==> src/rtl/indexed_bit_register.sv <==
// Bit-vector register driven by indexed SET/CLR/TOGGLE/SWEEP commands with out-of-range flagging.
// Optional error counter: define INDEXED_BIT_REGISTER_ERR_CNT_EN to implement err_cnt (else tied to 0).
module indexed_bit_register #(
    parameter int WIDTH = 8,
    parameter int IDX_W = 4,
    parameter int CNT_W = 8
) (
    input  logic             clk,
    input  logic             reset,
    input  logic             cmd_valid,
    output logic             cmd_ready,
    input  logic [1:0]       cmd_op,
    input  logic [IDX_W-1:0] cmd_idx,
    input  logic             err_clr,
    output logic [WIDTH-1:0] thing,
    output logic             busy,
    output logic             err,
    output logic [IDX_W-1:0] err_idx,
    output logic [CNT_W-1:0] err_cnt
);

    typedef enum logic {
        IDLE,
        SWEEP
    } state_t;

    localparam logic [1:0] OP_SET    = 2'b00;
    localparam logic [1:0] OP_CLR    = 2'b01;
    localparam logic [1:0] OP_TOGGLE = 2'b10;
    localparam logic [1:0] OP_SWEEP  = 2'b11;

    // One extra bit so WIDTH == 2**IDX_W is representable without wrapping.
    localparam logic [IDX_W:0]   LIMIT    = (IDX_W+1)'(WIDTH);
    localparam logic [IDX_W-1:0] LAST_PTR = IDX_W'(WIDTH - 1);

    state_t           r_state;
    logic [WIDTH-1:0] r_thing;
    logic [IDX_W-1:0] r_ptr;
    logic             r_busy;
    logic             r_err;
    logic [IDX_W-1:0] r_errIdx;

    logic             w_accept;
    logic             w_inRange;
    logic             w_badCmd;
    logic [WIDTH-1:0] w_cmdMask;
    logic [WIDTH-1:0] w_ptrMask;

    assign cmd_ready = (r_state == IDLE);
    assign w_accept  = cmd_valid && cmd_ready;
    assign w_inRange = ({1'b0, cmd_idx} < LIMIT);
    assign w_badCmd  = w_accept && (cmd_op != OP_SWEEP) && !w_inRange;
    assign w_cmdMask = WIDTH'(1) << cmd_idx;
    assign w_ptrMask = WIDTH'(1) << r_ptr;

    always_ff @(posedge clk) begin
        if (reset) begin
            r_state <= IDLE;
            r_thing <= '0;
            r_ptr   <= '0;
            r_busy  <= 1'b0;
        end else begin
            case (r_state)
                IDLE: begin
                    if (w_accept) begin
                        case (cmd_op)
                            OP_SET:    if (w_inRange) r_thing <= r_thing | w_cmdMask;
                            OP_CLR:    if (w_inRange) r_thing <= r_thing & ~w_cmdMask;
                            OP_TOGGLE: if (w_inRange) r_thing <= r_thing ^ w_cmdMask;
                            OP_SWEEP: begin
                                r_state <= SWEEP;
                                r_ptr   <= '0;
                                r_busy  <= 1'b1;
                            end
                        endcase
                    end
                end
                SWEEP: begin
                    r_thing <= r_thing & ~w_ptrMask;
                    if (r_ptr == LAST_PTR) begin
                        r_state <= IDLE;
                        r_ptr   <= '0;
                        r_busy  <= 1'b0;
                    end else begin
                        r_ptr <= r_ptr + IDX_W'(1);
                    end
                end
            endcase
        end
    end

    // A new error on the same edge as err_clr wins and restarts the capture.
    always_ff @(posedge clk) begin
        if (reset) begin
            r_err    <= 1'b0;
            r_errIdx <= '0;
        end else if (w_badCmd) begin
            r_err <= 1'b1;
            if (!r_err || err_clr) r_errIdx <= cmd_idx;
        end else if (err_clr) begin
            r_err    <= 1'b0;
            r_errIdx <= '0;
        end
    end

`ifdef INDEXED_BIT_REGISTER_ERR_CNT_EN
    logic [CNT_W-1:0] r_errCnt;

    always_ff @(posedge clk) begin
        if (reset) begin
            r_errCnt <= '0;
        end else if (w_badCmd) begin
            if (err_clr)            r_errCnt <= CNT_W'(1);
            else if (r_errCnt != '1) r_errCnt <= r_errCnt + CNT_W'(1);
        end else if (err_clr) begin
            r_errCnt <= '0;
        end
    end

    assign err_cnt = r_errCnt;
`else
    assign err_cnt = '0;
`endif

    assign thing   = r_thing;
    assign busy    = r_busy;
    assign err     = r_err;
    assign err_idx = r_errIdx;

endmodule
==> config.mk <==
export PLATFORM = sky130hd
export DESIGN_NAME = indexed_bit_register
export DESIGN_NICKNAME = d
export VERILOG_FILES = /design/src/rtl/indexed_bit_register.sv
export SDC_FILE = /design/constraint.sdc
export NUM_CORES = 1
export LEC_CHECK = 0
export ABC_AREA = 0
export CORE_ASPECT_RATIO = 1.4
export CORE_UTILIZATION = 45
export DETAILED_ROUTE_END_ITERATION = 7
export PLACE_DENSITY = 0.76
export SLEW_MARGIN = 40
export SYNTH_ARGS = -nofsm -noshare
export SYNTH_HDL_FRONTEND = slang
export SYNTH_SLANG_ARGS = --single-unit
==> constraint.sdc <==
create_clock -name clk -period 1.7 [get_ports clk]
set_input_delay 0.34 -clock clk [delete_from_list [all_inputs] [get_ports clk]]
set_output_delay 0.34 -clock clk [all_outputs]
set_load 0.01 [all_outputs]
**Word-level counts from Yosys, hierarchy flattened**

Index checks and enable logic that the tools add are counted.

- Input port bits: 10
- Memories kept: 0
- RAM bits: 0
- Logic and storage cells: 65
- ROM bits: 0
- Register bits: 19
- Output and inout bits: 23
- Bits in latches: 0

- Reductions and logical operators: 12
- Bitwise operators: 7
- $lt $le $gt $ge: 1
- Shifts and indexed selects: 2
- Divide/modulo/power cells: 0
- Multipliers: 0
- Add/subtract/negate cells: 1
- Mux-type cells: 23
- Eq/ne operators: 13

Operator list:

| operator | count |
|---|---|
| 8-bit two-way mux | 4 |
| 4-bit two-way mux | 6 |
| 8-bit one-hot mux with 3 select lines | 1 |
| 8-bit AND | 2 |
| 8-bit NOT | 2 |
| 8-bit one-hot mux with 2 select lines | 1 |
| 1-bit by 4-bit << shifter with 8-bit output (first input constant) | 2 |
| 3-bit inequality test (second input constant) | 3 |
| 1-bit two-way mux | 8 |
| 2-bit by 1-bit inequality test with 1-bit output (second input constant) | 4 |
| 8-bit OR | 1 |
| 4-bit one-hot mux with 2 select lines | 1 |
| 8-bit XOR | 1 |
| 5-bit AND reduction | 1 |
| 4-bit by 1-bit adder with 4-bit output (second input constant) | 1 |
| 2-bit == test (second input constant) | 2 |
| 4-bit by 3-bit == test with 1-bit output (second input constant) | 1 |
| 4-bit less-than comparator (second input constant) | 1 |
| 4-bit by 1-bit inequality test with 1-bit output (second input constant) | 1 |
| 1-bit one-hot mux with 2 select lines | 2 |
| 2-bit AND reduction | 2 |
| 1-bit logical AND | 3 |
| 3-bit AND reduction | 1 |
| 2-bit by 1-bit == test with 1-bit output (second input constant) | 1 |
| 6 further kinds | 7 |

**Depth between registers and ports, before layout**

- Depth in word-level cells: 7
- Gate-level depth with buffers: 7
- Mapped depth without buffers: 6

**Least setup slack after synthesis**

Ideal clock, no wire load.

- Path kind: input-to-reg
- Start point: in cmd_op[0]
- End point: reg r_thing[3] (netlist: thing[3])
- Stages on the path: 7
- Data required time: 1.578 ns
- Buffers on the path: 2
- Setup time: 0.122 ns
- Arrival: 1.445 ns
- Setup slack: 0.133 ns
- Path through: inv_1 ha_1 clkbuf_8 nor3_2 or3_1 buf_6 o22ai_2

- Cells in the longest elaborated chain, start to end: 4
- Elaborated cells between the ends (all ways): 11
- Those cells by class: eq/ne: 6; mux: 3; reduce/logical: 2

Ends and longest elaborated chain:

| what | RTL line | RTL |
|---|---|---|
| start, declared | 12 | `input logic [1:0] cmd_op,` |
| 2-bit == test (tied with other cells) | 66 | `case (cmd_op)` |
| 8-bit one-hot mux with 3 select lines | 66 |  |
| 8-bit two-way mux | 65 | `if (w_accept) begin` |
| 8-bit one-hot mux with 2 select lines | 63 | `case (r_state)` |
| end signal, assigned | 67 | `OP_SET: if (w_inRange) r_thing <= r_thing \| w_cmdMask;` |
| end signal, assigned | 68 | `OP_CLR: if (w_inRange) r_thing <= r_thing & ~w_cmdMask;` |
| end signal, assigned | 69 | `OP_TOGGLE: if (w_inRange) r_thing <= r_thing ^ w_cmdMask;` |
| end, declared | 37 | `logic [WIDTH-1:0] r_thing;` |

Several ways; a longest one is shown, not always the timed one. The select of a mux whose other input is x is not followed.
A chain may end at the register's enable or synchronous reset.

**Final worst setup path**

- Start point: reg r_state
- End point: out cmd_ready

- Cells in the longest elaborated chain, start to end: 1

Ends and longest elaborated chain:

| what | RTL line | RTL |
|---|---|---|
| start, declared | 36 | `state_t r_state;` |
| start signal, assigned | 58 | `r_state <= IDLE;` |
| start signal, assigned | 71 | `r_state <= SWEEP;` |
| start signal, assigned | 81 | `r_state <= IDLE;` |
| 1-bit NOT | - |  |
| end, declared | 11 | `output logic cmd_ready,` |

Every way passes these cells.

==> metrics <==
cell count of the worst hold path 3; end-of-flow core utilization 0.6126; share of layout cells above drive strength 1 0.2709; total global-route track usage 0.1910; CTS clk-pin slew, worst paths 0.07 ns; average routed wire per standard cell between 10 and 15 µm; smallest hold slack 0.4158 ns; FF/Latch Area 380.4 µm²; number of core rows 25; sw power 0.0002949 W; Slowest cell on crit path clkdlybuf4s50_1; first drt pass iteration count 4; total placed instance area 1889 µm²; fraction of power consumed by sequential logic 0.446; first-pass GRT wire length 5.457 mm; CTS Sinks 19; final net count 240; cell total after placement 239; aggregate global routing overflow 0; Synth Warn # 0; final non-filler cell area 2069 µm²; total power per unit cell area just over 500 nW/µm²; startpoint of the tightest hold check path cmd_idx[1]; detailed-route wire length 3.597 mm; Reg2Reg Depth 4; number of inserted diodes 0; switching portion of total power 0.2830; maximum achievable frequency 622.6 MHz; Worst Setup Path Type reg2out; Boundary Pins 33; status finished, final reports clean; endpoints failing hold 0; final worst path period need 1.606 ns; Root Buffer Master clkbuf_8; initial cell density of the core 0.4689; die area 3765 µm²; via count of the first global-routing pass 1246; cell area after synthesis 1584 µm²; Antenna Nets Post-Route 0; static leakage power 0.7898 nW; cell-by-cell listing of the critical path inv_1 > clkdlybuf4s50_1; Port Buf Inserts 24; setup slack, reg-to-reg 0.24 ns; area growth from synthesis to layout 30.65%; violation count after the first detailed-routing iteration 28; TritonCTS clock tree yes; peak supply drop roughly 0.37 mV; required time reported for the critical path endpoint 1.36 ns; core box area roughly 3400 µm²; Detailed Place HPWL 2.548 mm; number of flip-flops and latches in the synthesized netlist 19; final cell count without fillers ~240; Critical Path Max Stage Delay roughly 0.48 ns; Final Setup Violations 0; portion of the post-synthesis area used by sequential elements 0.2401; path type of the worst min-delay path in2reg; number of distinct library cells after synthesis 34; max-slew violation count 0; pin count of the biggest net entering global routing 20; kind of start point of the critical path register; critical path arrival about 1.3 ns; Power Internal 0.0007470 W; detailed-route DRC error count 0; average footprint of a synthesized cell 9.373 µm²; Maximum Capacitance Violations 0; endpoint of the worst register-to-register path thing[4]; clock latency at the later pin of the worst-skew pair 0.26 ns; R2R Path Start r_state; proportion of power drawn by the clock network 0.310; weighted congestion at the end of routability-driven global placement 0.8208; maximum root-to-sink buffer count 2; count of vias placed by the detailed router 1375; Tcrit/Tclk final 0.9448; die height 72.20 µm; Clock Skews 0.001356 ns; count of mapped cells out of synthesis approximately 170; H-tree lvl count 1; setup repair after global routing missed its margin false; Via density roughly 5.7; floorplan die width between 50 and 60 µm; CTS Hold Buffers Added 0; worst hold path endpoint err_idx[1]; number of inserted filler cells in the final layout 278; Setup crit end kind output pin; total CTS buffers 3; summed negative setup slack over all endpoints 0 ns; area of combinational cells with multiple inputs 1117 µm²; initial antenna violation count 0; peak fanout along the critical path 7; fraction of power consumed by combinational cells 0.243
layer usage:
metal,GRT usage,part of all wire,up-vias
met1,0.2179,0.41,665
met2,0.3405,0.53,48
li1,-,-,654
met4,0.1053,0.028,0
met5,0,0,-
met3,0.01468,0.031,8
layout make-up:
cell class	count	share of cell area
clock buffer	4	0.02177
tap	40	0.02418
sequential	19	0.1838
multi-input combinational	121	0.5399
timing repair buffer	41	0.1977
inverter	18	0.03265
timing repair:
item                                    CTS  global route
gates resized for setup                  10            23
endpoints found under the setup margin   11            11
pin swaps                                 0             6
buffers inserted                          0             0
cloned                                    0             0
endpoints found under the hold margin     0             0
power groups by stage:
| stage | logic (W) | clock network, W | registers (W) |
|---|---|---|---|
| 2_1_floorplan | 0.000136 | 0 | 0.000476 |
| 3_3_place_gp | 0.000216 | 0 | 0.000475 |
| 3_5_place_dp | 0.000219 | 0 | 0.000475 |
| 4_1_cts | 0.000230 | 0.000332 | 0.000465 |
| 5_1_grt | 0.000271 | 0.000354 | 0.000467 |
| 6_report | 0.000253 | 0.000323 | 0.000465 |
worst max-delay path, delay by kind of cell (launching register included):
family | cells | cell delay, ns
flip-flops | 1 | 0.44
buffers and inverters | 2 | 0.57
worst max path at each step:
| stage | startpoint | endpoint |
|---|---|---|
| 2_1_floorplan | cmd_op[0] | thing[3] |
| 3_3_place_gp | cmd_idx[1] | thing[7] |
| 3_5_place_dp | cmd_idx[1] | thing[7] |
| 4_1_cts | cmd_idx[3] | thing[5] |
| 5_1_grt | cmd_idx[2] | thing[6] |
| 6_report | r_state | cmd_ready |
per-stage QoR:
stage	power [W]	worst slack [ns]
after global routing	0.001091	0.02645
after floorplan	0.0006125	0.1334
after CTS	0.001027	-0.08933
final	0.001042	0.09386
after detailed placement	0.0006947	-0.4152
after global placement	0.0006916	-0.3719
synth_stat cells (all sizes together):
| library cell | n | area [µm²] |
|---|---|---|
| o221ai | 8 | 70.07 |
| or4bb | 1 | 12.51 |
| a22oi | 10 | 75.07 |
| conb | 1 | 3.750 |
| or2b | 3 | 22.52 |
| nor2 | 7 | 26.28 |
| dfxtp | 19 | 380.4 |
| mux2 | 8 | 90.09 |
| or3 | 1 | 6.260 |
| clkbuf | 4 | 35.04 |
| nand3b | 2 | 15.01 |
| clkdlybuf4s18 | 1 | 10.01 |
| and3 | 1 | 6.260 |
| or3b | 1 | 8.760 |
| o211ai | 3 | 22.52 |
| mux2i | 1 | 10.01 |
| nand2 | 10 | 37.54 |
| a31oi | 1 | 6.260 |
| ha | 26 | 325.3 |
| a32oi | 2 | 17.52 |
| and4bb | 1 | 12.51 |
| nor3 | 1 | 10.01 |
| nand2b | 2 | 12.51 |
| nor2b | 3 | 18.77 |
| buf | 13 | 106.3 |
| inv | 18 | 67.56 |
| nand4b | 2 | 17.52 |
| o22ai | 8 | 100.1 |
| nor3b | 1 | 7.510 |
| a21oi | 5 | 25.02 |
| nand3 | 5 | 25.02 |
flip-flops by register name, indices dropped and copies added, names as in the netlist:
signal / flops
thing: 8
err_idx: 4
r_ptr: 4
busy: 1
err: 1
r_state: 1
layout by cell type, fill, tap and decap left out, types with 2 or more instances in the layout:
cell type and count:
ha_1 23, dfxtp_1 19, clkdlybuf4s50_1 17, inv_1 16
buf_4 12, nand2_1 10, a22oi_1 10, mux2_2 8
o22ai_2 8, conb_1 8, nor2_1 6, o221ai_2 6
dlymetal6s2s_1 6, nand3_1 5, a21oi_1 5, buf_6 4
or2b_1 3, o211ai_1 3, ha_4 3, clkbuf_8 3
nor2b_4 2, inv_2 2, nand2b_1 2, nand3b_1 2
a32oi_1 2, o221ai_1 2, nand4b_1 2
kinds of logic after synthesis:
| group | Yosys count | share of synthesized area |
|---|---|---|
| AOI/OAI and AO/OA | 37 | 0.1998 |
| adders and majority gates | 26 | 0.2054 |
| buffers and inverters | 36 | 0.1382 |
| DFF | 19 | 0.2401 |
| muxes | 9 | 0.06319 |
| other | 1 | 0.002367 |
| and+or+nand+nor | 41 | 0.1509 |
Note: power is estimated with default switching activity, not from simulation.
